File: src/rtl/fifo.sv
// Byte-wide first-word-fall-through FIFO.
// The head byte is visible on data_out whenever the FIFO is not empty.
module fifo #(
  parameter int num_slots = 63
) (
  input  logic       clk,
  input  logic       rst_n,
  input  logic       wr,
  input  logic       rd,
  input  logic [7:0] data_in,
  output logic [7:0] data_out,
  output logic       empty,
  output logic       full
);
  localparam int PW = (num_slots > 1) ? $clog2(num_slots) : 1;
  localparam int CW = $clog2(num_slots + 1);
  localparam logic [PW-1:0] LAST = PW'(num_slots - 1);
  localparam logic [CW-1:0] SLOTS = CW'(num_slots);

  logic [7:0]    mem_q [num_slots];
  logic [7:0]    mem_d [num_slots];
  logic [PW-1:0] wp_q, wp_d;
  logic [PW-1:0] rp_q, rp_d;
  logic [CW-1:0] cnt_q, cnt_d;
  logic          do_rd, do_wr;

  always_comb begin
    empty = (cnt_q == '0);
    full  = (cnt_q == SLOTS);
    do_rd = rd && !empty;
    // a full FIFO still accepts a write when the head leaves this cycle
    do_wr = wr && (!full || do_rd);
    mem_d = mem_q;
    wp_d  = wp_q;
    rp_d  = rp_q;
    cnt_d = cnt_q;
    if (do_wr) begin
      mem_d[wp_q] = data_in;
      wp_d = (wp_q == LAST) ? '0 : wp_q + PW'(1);
    end
    if (do_rd) begin
      rp_d = (rp_q == LAST) ? '0 : rp_q + PW'(1);
    end
    unique case ({do_wr, do_rd})
      2'b10:   cnt_d = cnt_q + CW'(1);
      2'b01:   cnt_d = cnt_q - CW'(1);
      default: cnt_d = cnt_q;
    endcase
  end

  assign data_out = mem_q[rp_q];

  always_ff @(posedge clk or negedge rst_n) begin
    if (!rst_n) begin
      mem_q <= '{default: 8'h00};
      wp_q  <= '0;
      rp_q  <= '0;
      cnt_q <= '0;
    end else begin
      mem_q <= mem_d;
      wp_q  <= wp_d;
      rp_q  <= rp_d;
      cnt_q <= cnt_d;
    end
  end
endmodule

File: src/rtl/rs232_rxb.sv
// Buffered 8N1 RS232 receiver: mid-bit sampling, stop-bit check,
// FWFT byte FIFO and sticky framing/overrun flags.
module rs232_rxb #(
  parameter int clock_freq = 50000000,
  parameter int num_slots  = 63
) (
  input  logic       clk,
  input  logic       rst_n,
  input  logic       fsel,
  input  logic       rxd,
  input  logic       rd,
  input  logic       err_clr,
  output logic [7:0] data_out,
  output logic       empty,
  output logic       full,
  output logic       frame_err,
  output logic       overrun
);
  localparam int BAUD_SLOW = 19200;
  localparam int BAUD_FAST = 115200;
  localparam int LIM_S = clock_freq / BAUD_SLOW;
  localparam int LIM_F = clock_freq / BAUD_FAST;
  localparam int CW = $clog2(clock_freq / BAUD_SLOW + 1);
  localparam logic [CW-1:0] LIM_S_M1 = CW'(LIM_S - 1);
  localparam logic [CW-1:0] LIM_F_M1 = CW'(LIM_F - 1);
  localparam logic [CW-1:0] HALF_S_M1 = CW'(LIM_S / 2 - 1);
  localparam logic [CW-1:0] HALF_F_M1 = CW'(LIM_F / 2 - 1);

  typedef enum logic [1:0] {
    S_IDLE  = 2'd0,
    S_START = 2'd1,
    S_DATA  = 2'd2,
    S_STOP  = 2'd3
  } state_t;

  logic          sync1_q, sync1_d;
  logic          sync2_q, sync2_d;
  logic          prev_q, prev_d;
  state_t        state_q, state_d;
  logic [CW-1:0] cnt_q, cnt_d;
  logic [2:0]    idx_q, idx_d;
  logic [7:0]    shift_q, shift_d;
  logic          fast_q, fast_d;
  logic          frm_q, frm_d;
  logic          ovr_q, ovr_d;
  logic          fifo_wr, frm_set, ovr_set;
  logic          expired, rx;
  logic [CW-1:0] lim_m1;

  always_comb begin
    sync1_d = rxd;
    sync2_d = sync1_q;
    prev_d  = sync2_q;
    rx      = sync2_q;
    expired = (cnt_q == '0);
    lim_m1  = fast_q ? LIM_F_M1 : LIM_S_M1;
    state_d = state_q;
    cnt_d   = cnt_q;
    idx_d   = idx_q;
    shift_d = shift_q;
    fast_d  = fast_q;
    fifo_wr = 1'b0;
    frm_set = 1'b0;
    ovr_set = 1'b0;
    if (state_q != S_IDLE && !expired) begin
      cnt_d = cnt_q - CW'(1);
    end
    unique case (state_q)
      S_IDLE: begin
        if (prev_q && !rx) begin
          state_d = S_START;
          fast_d  = fsel;
          cnt_d   = fsel ? HALF_F_M1 : HALF_S_M1;
        end
      end
      S_START: begin
        if (expired) begin
          if (rx) begin
            state_d = S_IDLE;
          end else begin
            state_d = S_DATA;
            cnt_d   = lim_m1;
            idx_d   = 3'd0;
          end
        end
      end
      S_DATA: begin
        if (expired) begin
          shift_d[idx_q] = rx;
          cnt_d = lim_m1;
          idx_d = idx_q + 3'd1;
          if (idx_q == 3'd7) state_d = S_STOP;
        end
      end
      S_STOP: begin
        if (expired) begin
          state_d = S_IDLE;
          if (!rx)              frm_set = 1'b1;
          else if (!full || rd) fifo_wr = 1'b1;
          else                  ovr_set = 1'b1;
        end
      end
      default: state_d = S_IDLE;
    endcase
    // a new error event outranks a same-cycle clear
    frm_d = frm_set | (frm_q & ~err_clr);
    ovr_d = ovr_set | (ovr_q & ~err_clr);
  end

  always_ff @(posedge clk or negedge rst_n) begin
    if (!rst_n) begin
      sync1_q <= 1'b1;
      sync2_q <= 1'b1;
      prev_q  <= 1'b1;
      state_q <= S_IDLE;
      cnt_q   <= '0;
      idx_q   <= 3'd0;
      shift_q <= 8'h00;
      fast_q  <= 1'b0;
      frm_q   <= 1'b0;
      ovr_q   <= 1'b0;
    end else begin
      sync1_q <= sync1_d;
      sync2_q <= sync2_d;
      prev_q  <= prev_d;
      state_q <= state_d;
      cnt_q   <= cnt_d;
      idx_q   <= idx_d;
      shift_q <= shift_d;
      fast_q  <= fast_d;
      frm_q   <= frm_d;
      ovr_q   <= ovr_d;
    end
  end

  assign frame_err = frm_q;
  assign overrun   = ovr_q;

  fifo #(
    .num_slots(num_slots)
  ) u_fifo (
    .clk     (clk),
    .rst_n   (rst_n),
    .wr      (fifo_wr),
    .rd      (rd),
    .data_in (shift_q),
    .data_out(data_out),
    .empty   (empty),
    .full    (full)
  );
endmodule

File: config.mk
export PLATFORM = sky130hd
export DESIGN_NAME = rs232_rxb
export DESIGN_NICKNAME = d
export VERILOG_FILES = /design/src/rtl/fifo.sv /design/src/rtl/rs232_rxb.sv
export SDC_FILE = /design/constraint.sdc
export NUM_CORES = 1
export LEC_CHECK = 0
export CORE_ASPECT_RATIO = 0.6
export CORE_MARGIN = 2
export CORE_UTILIZATION = 45
export CTS_CLUSTER_SIZE = 40
export DETAILED_ROUTE_END_ITERATION = 10
export PLACE_DENSITY = 0.67
export RECOVER_POWER = 100
export SLEW_MARGIN = 20
export SYNTH_ARGS = -nofsm -noshare
export SYNTH_HDL_FRONTEND = slang
export SYNTH_HIERARCHICAL = 1
export SYNTH_SLANG_ARGS = --single-unit
File: constraint.sdc
create_clock -name clk -period 12.9 [get_ports clk]
set_clock_uncertainty 0.1 [all_clocks]
set_input_delay 3.87 -clock clk [delete_from_list [all_inputs] [get_ports clk]]
set_output_delay 3.87 -clock clk [all_outputs]
set_load 0.005 [all_outputs]
-- Word level (Yosys, flattened, before mapping)
Index checks and enable logic that the tools add are counted.
- register bits after elaboration: 553
- latch bits: 0
- memory bits (writable): 0
- memory bits (read-only): 0
- input bits: 6
- output and inout port bits: 12
- word-level logic and storage cells: 173
- memories kept: 0
- add/sub/neg operators: 6
- multiply operators: 0
- divide/modulo/power cells: 0
- magnitude comparators: 5
- equal/unequal tests: 15
- shifts and indexed selects: 0
- multiplexer cells: 42
- bitwise logic cells: 7
- reductions and logical operators: 22
- operators by type and width (cell ; number):
    bitwise mux 504 bit ; 1
    two-way mux 12 bit ; 6
    binary-select mux 8 bit (select 6 bit) ; 1
    demux 8 bit (select 6 bit) ; 1
    case mux 12 bit (3 select lines) ; 1
    two-way mux 8 bit ; 3
    adder 6 x 1 -> 6 bit (second input constant) ; 3
    == test 6 bit (second input constant) ; 3
    greater-or-equal comparator 7 bit (second input constant) ; 2
    inverter 6 -> 7 bit ; 2
    zero test 12 bit ; 1
    two-way mux 1 bit ; 12
    two-way mux 2 bit ; 6
    two-way mux 6 bit ; 2
    inequality test 2 bit (second input constant) ; 6
    case mux 6 bit (2 select lines) ; 1
    subtractor 12 x 1 -> 12 bit (second input constant) ; 1
    two-way mux 11 bit ; 1
    two-way mux 3 bit ; 3
    bitwise mux 8 bit ; 1
    case mux 2 bit (4 select lines) ; 1
    < comparator 7 x 1 -> 1 bit (second input constant) ; 1
    == test 2 bit (second input constant) ; 3
    logical AND 1 bit ; 6
    other kinds (19) ; 29

-- Longest topological paths before layout
- word-level depth: 10
- depth in mapped cells: 18
- mapped depth without buffers: 15

-- By module
Netlist, hierarchy kept.
- by module, submodules not included (module ; times used ; cells each ; area an instance (um^2) ; seq. area each (um^2)):
    fifo ; 1 ; 1677 ; 24851.3 ; 13062.5
    rs232_rxb ; 1 ; 165 ; 1697.9 ; 779.5

-- Worst setup path after synthesis
OpenSTA, ideal clock, no wires.
- kind: in2reg
- start: input port rd
- end: register u_fifo.cnt_q[5]
- library setup time: 0.124 ns
- arrival time: 6.051 ns
- setup slack: 6.626 ns
- cell stages on the path: 10
- path through: o41ai_2 > buf_6 > buf_1 > ha_1 > ha_1 > a21o_1 > a21oi_1 > or4_1 > nand3_1 > xor2_1
- longest elaborated chain between the ends: 8
- RTL lines (element ; line ; RTL):
    start, declared ; rs232_rxb.sv:11 ; input logic rd,
    logical OR 1 bit ; rs232_rxb.sv:99 ; else if (!full || rd) fifo_wr = 1'b1;
    two-way mux 1 bit ; rs232_rxb.sv:99 ;
    two-way mux 1 bit ; rs232_rxb.sv:98 ; if (!rx) frm_set = 1'b1;
    two-way mux 1 bit ; rs232_rxb.sv:96 ; if (expired) begin
    two-way mux 1 bit ; rs232_rxb.sv:68 ; unique case (state_q)
    logical AND 1 bit ; fifo.sv:32 ; do_wr = wr && (!full || do_rd);
    == test 2 x 1 -> 1 bit / == test 2 bit (equally long branches) ; fifo.sv:44 ; unique case ({do_wr, do_rd})
    case mux 6 bit (2 select lines) / nonzero test 2 bit (equally long branches) ; - ;
    end signal, assigned ; fifo.sv:63 ; cnt_q <= cnt_d;
    end, declared ; fifo.sv:24 ; logic [CW-1:0] cnt_q, cnt_d;
Parallel ways exist; a longest one is shown, timed or not.
A chain may end at the register's enable or synchronous reset.

-- Worst setup path after layout
- start: register u_fifo.rp_q[1]
- end: output port data_out[2]
- longest elaborated chain between the ends: 4
- RTL lines (element ; line ; RTL):
    start, declared ; fifo.sv:23 ; logic [PW-1:0] rp_q, rp_d;
    start signal, assigned ; fifo.sv:62 ; rp_q <= rp_d;
    inverter 6 -> 7 bit (implied by the code) ; fifo.sv:51 ; assign data_out = mem_q[rp_q];
    binary-select mux 8 bit (select 6 bit) ; fifo.sv:51 ;
    two-way mux 8 bit (implied by the code) (2 in series) ; fifo.sv:51 ;
    end, declared ; rs232_rxb.sv:13 ; output logic [7:0] data_out,
Every way passes these cells. The select of a mux whose other input is x is not followed.

==> flow_summary.json <==
{
  "syn_to_final_growth_pct": 6.98,
  "via_per_inst": 6.10,
  "cp_max_fo": 58,
  "diodes": 0,
  "insertion_delay_ps": 590,
  "post_cts_buffers": 0,
  "critPathRequiredTime_ps": 8930,
  "yosysMostFrequentCell": "dfrtp_1",
  "vias": 15869,
  "portBuffers": 17,
  "critPathKind": "register to output pin",
  "power_mw": 4.20,
  "r2r_start": "cnt_q[0]",
  "postCtsResizedCells": 0,
  "swShare_pct": 29.6,
  "ys_seq_area_share_pct": 52.1,
  "async_flop_share_pct": 100,
  "clkTransAtPathRegs_ps": 70,
  "fillers": 4917,
  "wl_per_cell_um": 25.2,
  "whs_path_depth": 0,
  "drtAntennaViolNets": 0,
  "synth_area_leader_cell": "dfrtp_1",
  "die_y_um": 192,
  "fin_crit_ps": 10040,
  "synth_seq_cells": 553,
  "crit_end": "data_out[2]",
  "leakagePower_nw": 13.3,
  "firstDrtPassIters": 5,
  "groute.usage.overall_pct": 21.7,
  "grtUsageMet3_pct": 5.11,
  "die_x_um": 318,
  "hold_slack_ps": 266,
  "cts_tree": "done",
  "design.core.area_um2": 57900,
  "yosysUniqueCellTypes": 73,
  "io_pins": 18,
  "cts_hold_buffers": 0,
  "ys.flop_type": "dfrtp_1",
  "p_per_area_nw_per_um2": 148,
  "dp.cells": 2510,
  "synthCells": 1842,
  "wirelength_um": 65500,
  "syn_avg_cell_area_um2": 14.4,
  "rsz0062_at_grt": "false",
  "htree_num_levels": 2,
  "max_slew_margin_pct": -153,
  "finalSetupViolCount": 0,
  "rr_endpoint": "u_fifo/mem_q[101]",
  "worst_pin_slew_ps": 3790,
  "use_met1_pct": 34.6,
  "r2r_cells": 12,
  "drv_cap": 7,
  "use_met2_pct": 29.9,
  "drc": 0,
  "routabilityCongestion": 0.922,
  "die_area_um2": 61000,
  "hold_violations": 0,
  "numCtsBuffers": 50,
  "drt_iter0_markers": 1731,
  "comb_power_share_pct": 18.0,
  "drive_gt1_share_pct": 39.2,
  "core.rowCount": 68,
  "power_frac_seq_pct": 45.5,
  "switching_power_mw": 1.24,
  "grt_pass1_vias": 16028,
  "cp-start-kind": "register",
  "synth_top_cell_area_share_pct": 51.8,
  "intPower_mw": 2.96,
  "cts.sinks": 553,
  "synthesis.area_um2": 26500,
  "clock-root-buffer": "clkbuf_16",
  "violations": "capacitance limit, slew limit",
  "fin_cells": 2603,
  "vdd_drop_max_mv": 0.0984,
  "grt-busiest-layer": "met1",
  "cts_buffer_depth": 3,
  "hold_path_class": "register to register",
  "yosys-top-cells-count": "dfrtp_1, mux2_2, mux4_2, clkbuf_1, mux2i_1",
  "dp_hpwl_um": 41600,
  "start_util_pct": 45.8,
  "synth_edf_count": 0,
  "drv_slew": 274,
  "fin_nets": 1812,
  "setup_tns_ps": 0,
  "r2r_slack_ps": 5650,
  "grt_first_pass_wirelength_um": 102000,
  "power.clock.fraction_pct": 36.5,
  "grt_max_degree": 193,
  "fmax_mhz": 99.6,
  "ys_top_cells_by_area": "dfrtp_1, mux2_2, mux4_2",
  "synth_nets": 1861,
  "status": "finished with violations",
  "min_period_over_period_pct": 77.8,
  "yosysWarnings": 6,
  "end_kind": "output pin",
  "cp-startpoint": "u_fifo/rp_q[1]",
  "post-route-util_pct": 49.0,
  "grt_overflow": 0,
  "antenna_found_initial": 0,
  "worst_ep_arrival_time_ps": 6070
}
==> power groups by stage <==
stage	logic (mW)	registers, mW	clock network, mW
floorplan	0.617	1.84	0
global placement	0.737	1.94	0
detailed placement	0.755	1.94	0
CTS	0.757	1.91	1.57
global route	0.814	1.92	1.64
finish	0.757	1.91	1.53
==> how the worst min path moves through the flow <==
| stage | start | endpoint | slack [ps] |
|---|---|---|---|
| floorplan | sync1_q | prev_d | 250 |
| global placement | sync1_q | prev_d | 250 |
| detailed placement | sync1_q | prev_d | 250 |
| CTS | sync1_q | prev_d | 260 |
| global route | sync1_q | prev_d | 270 |
| finish | sync1_q | prev_d | 270 |
==> area by class of cell <==
type / count / area [µm²] / area share, %
Inverter: 13 / 48.8 / 0.172
Multi-Input combinational cell: 1135 / 11500 / 40.5
Timing Repair Buffer: 40 / 350 / 1.23
Clock buffer: 76 / 1500 / 5.28
Sequential cell: 553 / 13900 / 48.8
Tap cell: 770 / 963 / 3.39
Clock inverter: 16 / 163 / 0.573
==> per-stage QoR <==
step | area [µm²] | setup slack (ps)
floorplan | 26500 | 6630
global route | 28400 | 2170
global placement | 27200 | 5180
detailed placement | 27200 | 5180
finish | 28400 | 2860
CTS | 28900 | 4540
==> registers in the layout (all words and copies together) (netlist names), named ones only <==
signal,flops
shift_q,8
overrun,1
u_fifo/rp_q,6
sync1_q,1
cnt_q,12
state_q,1
frame_err,1
idx_q,3
prev_q,1
fast_q,1
u_fifo/wp_q,6
prev_d,1
u_fifo/mem_q,504
u_fifo/cnt_q,6
==> critical path, cell delays in order, from the launching register on <==
cell and delay (ps):
dfrtp_1 2480, buf_4 870, mux4_2 600, a22oi_1 470, nand3b_1 220, a21o_1 210, dlygate4sd3_1 570
==> cells by family (layout without fill, tap and decap cells) <==
logic type / Yosys count / after routing / share of synthesized area, %
adder cells (fa/ha/maj): 13 / 13 / 0.641
AND/OR/NAND/NOR: 258 / 258 / 6.75
buffers and inverters: 154 / 145 / 2.79
XOR/XNOR: 16 / 16 / 0.528
AO/OA/AOI/OAI: 165 / 165 / 4.27
multiplexers: 683 / 683 / 32.9
flip-flops: 553 / 553 / 52.1
==> cell usage in the layout, fill, tap and decap left out, drive strengths merged, types with 4 or more instances in the layout <==
| cell type | instances |
|---|---|
| o31ai | 5 |
| nor2b | 8 |
| nand4 | 4 |
| dlygate4sd3 | 13 |
| a31oi | 8 |
| o21ai | 47 |
| nor3b | 6 |
| mux4 | 96 |
| or2 | 6 |
| buf | 18 |
| clkbuf | 82 |
| mux2i | 57 |
| a221oi | 24 |
| nor3 | 9 |
| a21boi | 8 |
| a22oi | 16 |
| nor4b | 6 |
| nand2b | 7 |
| a21o | 10 |
| xor2 | 8 |
| or3 | 8 |
| nor2 | 56 |
| and2 | 5 |
| xnor2 | 8 |
| nor4 | 9 |
| nand2 | 85 |
| inv | 13 |
| a21oi | 8 |
| nand3 | 13 |
| mux2 | 530 |
| o211ai | 18 |
| ha | 12 |
| clkinv | 13 |
| dfrtp | 550 |
| nand3b | 18 |
| o22ai | 10 |
| or4 | 6 |
==> per-layer routing <==
metal | share of wire (%) | routed length [µm]
met5 | 0 | 0
met4 | 1.8 | 1170
met3 | 8.4 | 5470
met2 | 41 | 26800
met1 | 49 | 32000
(Power assumes the default switching activity.)
